## config.mk

```make
export PLATFORM = sky130hd
export DESIGN_NAME = pkt_rx_dequeue
export DESIGN_NICKNAME = d
export VERILOG_FILES = /design/src/rtl/pkt_rx_dequeue.sv
export SDC_FILE = /design/constraint.sdc
export NUM_CORES = 1
export LEC_CHECK = 0
export BUFFER_PORTS_ARGS = -buffer_cell sky130_fd_sc_hd__buf_2
export CORE_MARGIN = 1
export CORE_UTILIZATION = 28
export CTS_CLUSTER_SIZE = 10
export DETAILED_ROUTE_END_ITERATION = 6
export HOLD_SLACK_MARGIN = 0.12
export SLEW_MARGIN = 10
export SYNTH_ARGS = -nofsm -noshare
export SYNTH_HDL_FRONTEND = slang
export SYNTH_SLANG_ARGS = --single-unit
```

## constraint.sdc

```tcl
create_clock -name clk_156m25 -period 8.1 [get_ports clk_156m25]
set_input_delay 1.215 -clock clk_156m25 [delete_from_list [all_inputs] [get_ports clk_156m25]]
set_output_delay 1.215 -clock clk_156m25 [all_outputs]
set_load 0.01 [all_outputs]
```

## src/rtl/pkt_rx_dequeue.sv

```systemverilog
// Pulls frames from the MAC POS-L3 receive port into a credit-protected FIFO and streams them out.
// Latency: a word is visible on out_* one cycle after pkt_rx_val; frame status one cycle after eop.
// Backpressure: out_ready stalls the FIFO, and credit accounting deasserts pkt_rx_ren before it fills.
module pkt_rx_dequeue #(
  parameter int FIFO_DEPTH = 16,
  parameter int MIN_BYTES  = 64,
  parameter int MAX_BYTES  = 1518
) (
  input  logic        clk_156m25,
  input  logic        reset_156m25,
  input  logic        pkt_rx_avail,
  output logic        pkt_rx_ren,
  input  logic        pkt_rx_val,
  input  logic        pkt_rx_sop,
  input  logic        pkt_rx_eop,
  input  logic        pkt_rx_err,
  input  logic [2:0]  pkt_rx_mod,
  input  logic [63:0] pkt_rx_data,
  output logic        out_valid,
  input  logic        out_ready,
  output logic [63:0] out_data,
  output logic        out_sop,
  output logic        out_eop,
  output logic        out_err,
  output logic [2:0]  out_mod,
  output logic        frame_done,
  output logic [13:0] frame_len,
  output logic        frame_bad,
  output logic [31:0] frm_cnt,
  output logic [31:0] err_cnt,
  output logic [31:0] drop_cnt
);

  localparam int AW = $clog2(FIFO_DEPTH);
  localparam int CW = AW + 1;
  localparam logic [CW-1:0] CREDIT_MAX = CW'(FIFO_DEPTH - 2);
  localparam logic [13:0]   MIN_L      = 14'(MIN_BYTES);
  localparam logic [13:0]   MAX_L      = 14'(MAX_BYTES);

  typedef enum logic [1:0] {IDLE, READ, GAP} state_t;

  typedef struct packed {
    logic [63:0] data;
    logic        sop;
    logic        eop;
    logic        err;
    logic [2:0]  mod;
  } word_t;

  state_t        state_q;
  logic          ren_q;
  word_t         mem_q [FIFO_DEPTH];
  logic [AW-1:0] wr_ptr_q, rd_ptr_q;
  logic [CW-1:0] occ_q;
  logic          in_frame_q, in_frame_d;
  logic [13:0]   len_q, len_d;
  logic          done_q, done_d;
  logic [13:0]   flen_q, flen_d;
  logic          fbad_q, fbad_d;
  logic [31:0]   frm_q, err_q, drop_q;
  logic          frm_inc, drop_inc;
  logic [1:0]    err_inc;

  logic          push, pop, credit_ok;
  logic [CW-1:0] credit_sum;
  logic [3:0]    add_bytes;
  logic [13:0]   len_base, len_new;
  logic [14:0]   len_sum;
  logic          bad_new;
  word_t         word_in;

  // Credit ignores same-cycle pops; the word still in flight from ren_q is covered by the margin of two.
  assign credit_sum = occ_q + CW'(ren_q);
  assign credit_ok  = (credit_sum <= CREDIT_MAX);

  always_ff @(posedge clk_156m25) begin
    if (reset_156m25) begin
      state_q <= IDLE;
      ren_q   <= 1'b0;
    end else begin
      case (state_q)
        IDLE: begin
          ren_q <= 1'b0;
          if (pkt_rx_avail) state_q <= READ;
        end
        READ: begin
          if (pkt_rx_val && pkt_rx_eop) begin
            ren_q   <= 1'b0;
            state_q <= GAP;
          end else begin
            ren_q <= credit_ok;
          end
        end
        GAP: begin
          ren_q   <= 1'b0;
          state_q <= IDLE;
        end
        default: begin
          ren_q   <= 1'b0;
          state_q <= IDLE;
        end
      endcase
    end
  end

  assign push    = pkt_rx_val && (pkt_rx_sop || in_frame_q);
  assign pop     = out_valid && out_ready;
  assign word_in = '{data: pkt_rx_data, sop: pkt_rx_sop, eop: pkt_rx_eop,
                     err: pkt_rx_err && pkt_rx_eop, mod: pkt_rx_mod};

  always_ff @(posedge clk_156m25) begin
    if (push) mem_q[wr_ptr_q] <= word_in;
  end

  always_ff @(posedge clk_156m25) begin
    if (reset_156m25) begin
      wr_ptr_q <= '0;
      rd_ptr_q <= '0;
      occ_q    <= '0;
    end else begin
      if (push) wr_ptr_q <= wr_ptr_q + AW'(1);
      if (pop)  rd_ptr_q <= rd_ptr_q + AW'(1);
      occ_q <= occ_q + CW'(push) - CW'(pop);
    end
  end

  assign out_valid = (occ_q != '0);
  assign out_data  = mem_q[rd_ptr_q].data;
  assign out_sop   = mem_q[rd_ptr_q].sop;
  assign out_eop   = mem_q[rd_ptr_q].eop;
  assign out_err   = mem_q[rd_ptr_q].err;
  assign out_mod   = mem_q[rd_ptr_q].mod;

  // Length of the frame including the current word, saturating at 14 bits.
  assign add_bytes = (pkt_rx_eop && pkt_rx_mod != 3'd0) ? {1'b0, pkt_rx_mod} : 4'd8;
  assign len_base  = pkt_rx_sop ? 14'd0 : len_q;
  assign len_sum   = {1'b0, len_base} + 15'(add_bytes);
  assign len_new   = len_sum[14] ? 14'h3FFF : len_sum[13:0];
  assign bad_new   = pkt_rx_err || (len_new < MIN_L) || (len_new > MAX_L);

  always_comb begin
    in_frame_d = in_frame_q;
    len_d      = len_q;
    done_d     = 1'b0;
    flen_d     = flen_q;
    fbad_d     = fbad_q;
    frm_inc    = 1'b0;
    err_inc    = 2'd0;
    drop_inc   = 1'b0;
    if (pkt_rx_val) begin
      if (pkt_rx_sop && in_frame_q) begin
        done_d  = 1'b1;
        flen_d  = len_q;
        fbad_d  = 1'b1;
        err_inc = 2'd1;
      end
      if (pkt_rx_sop || in_frame_q) begin
        if (pkt_rx_eop) begin
          done_d     = 1'b1;
          flen_d     = len_new;
          fbad_d     = bad_new;
          in_frame_d = 1'b0;
          if (bad_new) err_inc = err_inc + 2'd1;
          else         frm_inc = 1'b1;
        end else begin
          in_frame_d = 1'b1;
          len_d      = len_new;
        end
      end else begin
        drop_inc = 1'b1;
      end
    end
  end

  always_ff @(posedge clk_156m25) begin
    if (reset_156m25) begin
      in_frame_q <= 1'b0;
      len_q      <= '0;
      done_q     <= 1'b0;
      flen_q     <= '0;
      fbad_q     <= 1'b0;
      frm_q      <= '0;
      err_q      <= '0;
      drop_q     <= '0;
    end else begin
      in_frame_q <= in_frame_d;
      len_q      <= len_d;
      done_q     <= done_d;
      flen_q     <= flen_d;
      fbad_q     <= fbad_d;
      frm_q      <= frm_q + 32'(frm_inc);
      err_q      <= err_q + 32'(err_inc);
      drop_q     <= drop_q + 32'(drop_inc);
    end
  end

  assign pkt_rx_ren = ren_q;
  assign frame_done = done_q;
  assign frame_len  = flen_q;
  assign frame_bad  = fbad_q;
  assign frm_cnt    = frm_q;
  assign err_cnt    = err_q;
  assign drop_cnt   = drop_q;

endmodule

```

==> run metrics <==
outcome finished, final reports clean; DR vias/cell between 4 and 5; share of the synthesized area in the top cell type 0.689; final cycle utilization of the critical path 0.746; Least-Margin Pin Slew 1180 ps; Die H approximately 420 µm; Arr. time, crit path 6690 ps; ratio of cells with drive above 1 in the final layout 0.310; Distinct cells, synth between 50 and 60; fin. max-slew vios 0; Mapped Area just under 50,000 µm²; Place WS roughly 1400 ps; Yosys Warn Count 0; critical path class input port to flip-flop; crit path capture type flip-flop; pin count of the biggest net entering global routing 98; # nets final ~2,800; Post-synth EDFFs ~1,100; Rows approximately 150; Initial DRT Pass Iterations 5; Port Buf Inserts roughly 260; vias in the first global route between 20,000 and 30,000; Initial Util 0.283; die width about 420 µm; Total GRT Usage 0.134; CTS tree built; drt total wl approximately 120,000 µm; leakage power 18.0 nW; CTS buffer count roughly 150; Setup-failing EPs final 0; syn avg cell area between 20 and 25 µm²; CTS H-tree depth 4; core area approximately 170,000 µm²; # IOs 259; Clk Latency, worst-skew pair 780 ps; VDD IR-drop max ~190 µV; Final Hold Fails 0; commonest non-fill, non-tap cell in the layout edfxtp_1; cell count after synthesis around 2,400; Critical Path RT 8740 ps; Synth Register Bits approximately 1,300; DRT antenna net count 0; CTS resizes 0; final worst clock skew 22.7 ps; HPWL Detailed 63,600 µm; Max Root-Sink Buffers 3; worst-path fanout max 39; min cycle time layout 6040 ps; Final WS setup approximately 2100 ps; CTS sink cnt 1,267; type of origin of the critical path input port; prevailing post-synth register cell edfxtp_1; die area around 180,000 µm²; RSZ-0062 raised after global routing no; Synth area leaders edfxtp_1 (69%), mux4_2 (16%), dfxtp_1 (6.0%); Min-Delay Path Class flip-flop to flip-flop; clk root buf clkbuf_16; max_cap viols 0; Clock Pin Slew Worst Setup and Hold Paths approximately 50 ps; Post-synth ARST share 0; Synth area leader edfxtp_1; Max-Slew Margin vs Limit 0.209; first-pass GRT wire length approximately 170,000 µm; area added between synthesis and finish 17.3%; cts hold-fix bufs 0; Overflow after GRT 0; sequential-to-total area share from yosys stat 0.749; achievable frequency about 170 MHz; Synthesized Nets approximately 2,500; number of remaining DRC errors 0; initial antenna violation count 17; gpl congestion 0.787; Power Density 273 nW/µm²; most frequent cells in the layout edfxtp_1 (1,120), mux4_2 (350), buf_2 (257), clkbuf_16 (152), dfxtp_1 (143); FILL cells between 15,000 and 20,000; DR iter-0 viols ~2,100; Via Count between 20,000 and 25,000; Setup TNS 0 ps; Post-CTS Setup Inserts 0; post-DR wirelength/cell between 20 and 25 µm
## routing by layer
metal | wire length [µm] | global-route usage
met5 | 102 | 0
met4 | 2500 | 0.0407
met3 | 7010 | 0.0326
met2 | 58500 | 0.223
met1 | 49400 | 0.172
## cells by family (layout without fill, tap and decap cells)
| group | count (synthesis) | in the layout | share of synthesized area |
|---|---|---|---|
| adder cells (fa/ha/maj) | 29 | 29 | 0.00789 |
| multiplexers | 351 | 351 | 0.162 |
| buffers and inverters | 137 | 522 | 0.0112 |
| other | 0 | 3 | 0 |
| XOR/XNOR | 89 | 89 | 0.0160 |
| flip-flops | 1267 | 1267 | 0.749 |
| AND/OR/NAND/NOR | 395 | 395 | 0.0388 |
| AO/OA/AOI/OAI | 121 | 121 | 0.0157 |
## layout make-up
class | count | area, µm² | area share
flip-flops and latches | 1267 | 36600 | 0.639
diodes | 3 | 7.51 | 0.000131
clock inverters | 19 | 270 | 0.00472
multi-input cells | 985 | 11800 | 0.207
clock buffers | 172 | 3890 | 0.0679
repair buffers | 307 | 1710 | 0.0299
well taps | 2310 | 2890 | 0.0505
inverters | 24 | 90.1 | 0.00157
## critical path: stages
cell,delay [ps]
buf_2,560
nor2b_1,110
ha_1,240
fa_1,410
nand3_1,180
and2_1,250
nor2_1,230
nor3_1,400
nor2_1,100
a31oi_1,320
nand2_1,120
ha_1,290
o21a_1,110
ha_1,160
inv_1,50
fa_1,370
nor2b_1,240
nor2b_1,440
nand2_1,180
nor3_1,380
nand2_1,120
xor2_1,140
nor2_1,50
## power breakdown
group	total, mW	internal (mW)	switching, mW
combinational	2.52	1.30	1.22
sequential	7.22	7.17	0.0479
clock	5.89	3.38	2.51
## through the flow
| stage | utilization | cell area, µm² | std cells | hold WS [ps] | power [mW] |
|---|---|---|---|---|---|
| floorplan | - | 48800 | 2389 | 418 | 9.20 |
| global placement | 0.308 | 53100 | 4892 | 428 | 9.95 |
| detailed placement | 0.308 | 53100 | 4893 | 445 | 9.96 |
| CTS | 0.332 | 57300 | 5084 | 455 | 15.9 |
| global route | 0.332 | 57300 | 5086 | 475 | 16.3 |
| finish | 0.332 | 57300 | 5087 | 451 | 15.6 |
## state kept, by name (all words and copies together) (netlist names), named ones only
signal	count
mem_q	1120
drop_cnt	32
err_cnt	32
frm_cnt	32
frame_len	14
len_q	14
occ_q	5
rd_ptr_q	4
wr_ptr_q	4
state_q	2
frame_bad	1
frame_done	1
in_frame_q	1
pkt_rx_ren	1
## worst paths after layout
path	start	to	slack [ps]	depth (start not counted)
max reg2reg	len_q[0]	err_cnt[28]	2690	22
max	pkt_rx_sop	err_cnt[28]	2060	23
min reg2reg	state_q[0]	state_q[1]	450	2
min	state_q[0]	state_q[1]	450	2
## cells in the mapped netlist, drive strengths merged (2+ instances only)
cell type  instances
nand3             38
nor3              30
nor2             148
nand2b             4
a21oi             39
xnor2             23
o21bai             3
o22ai             11
o21a               2
fa                 3
ha                26
and3              18
inv               24
nand2             78
o21ai             28
a311oi             2
or3               18
nand3b             2
xor2              66
nand4             24
a32oi              2
buf               29
o31ai              3
nor4               3
a31oi              3
a211oi            18
dfxtp            147
and2               8
nor2b             16
and4               5
clkbuf            84
mux4             350
edfxtp          1120
Note: power is estimated with default switching activity, not from simulation.
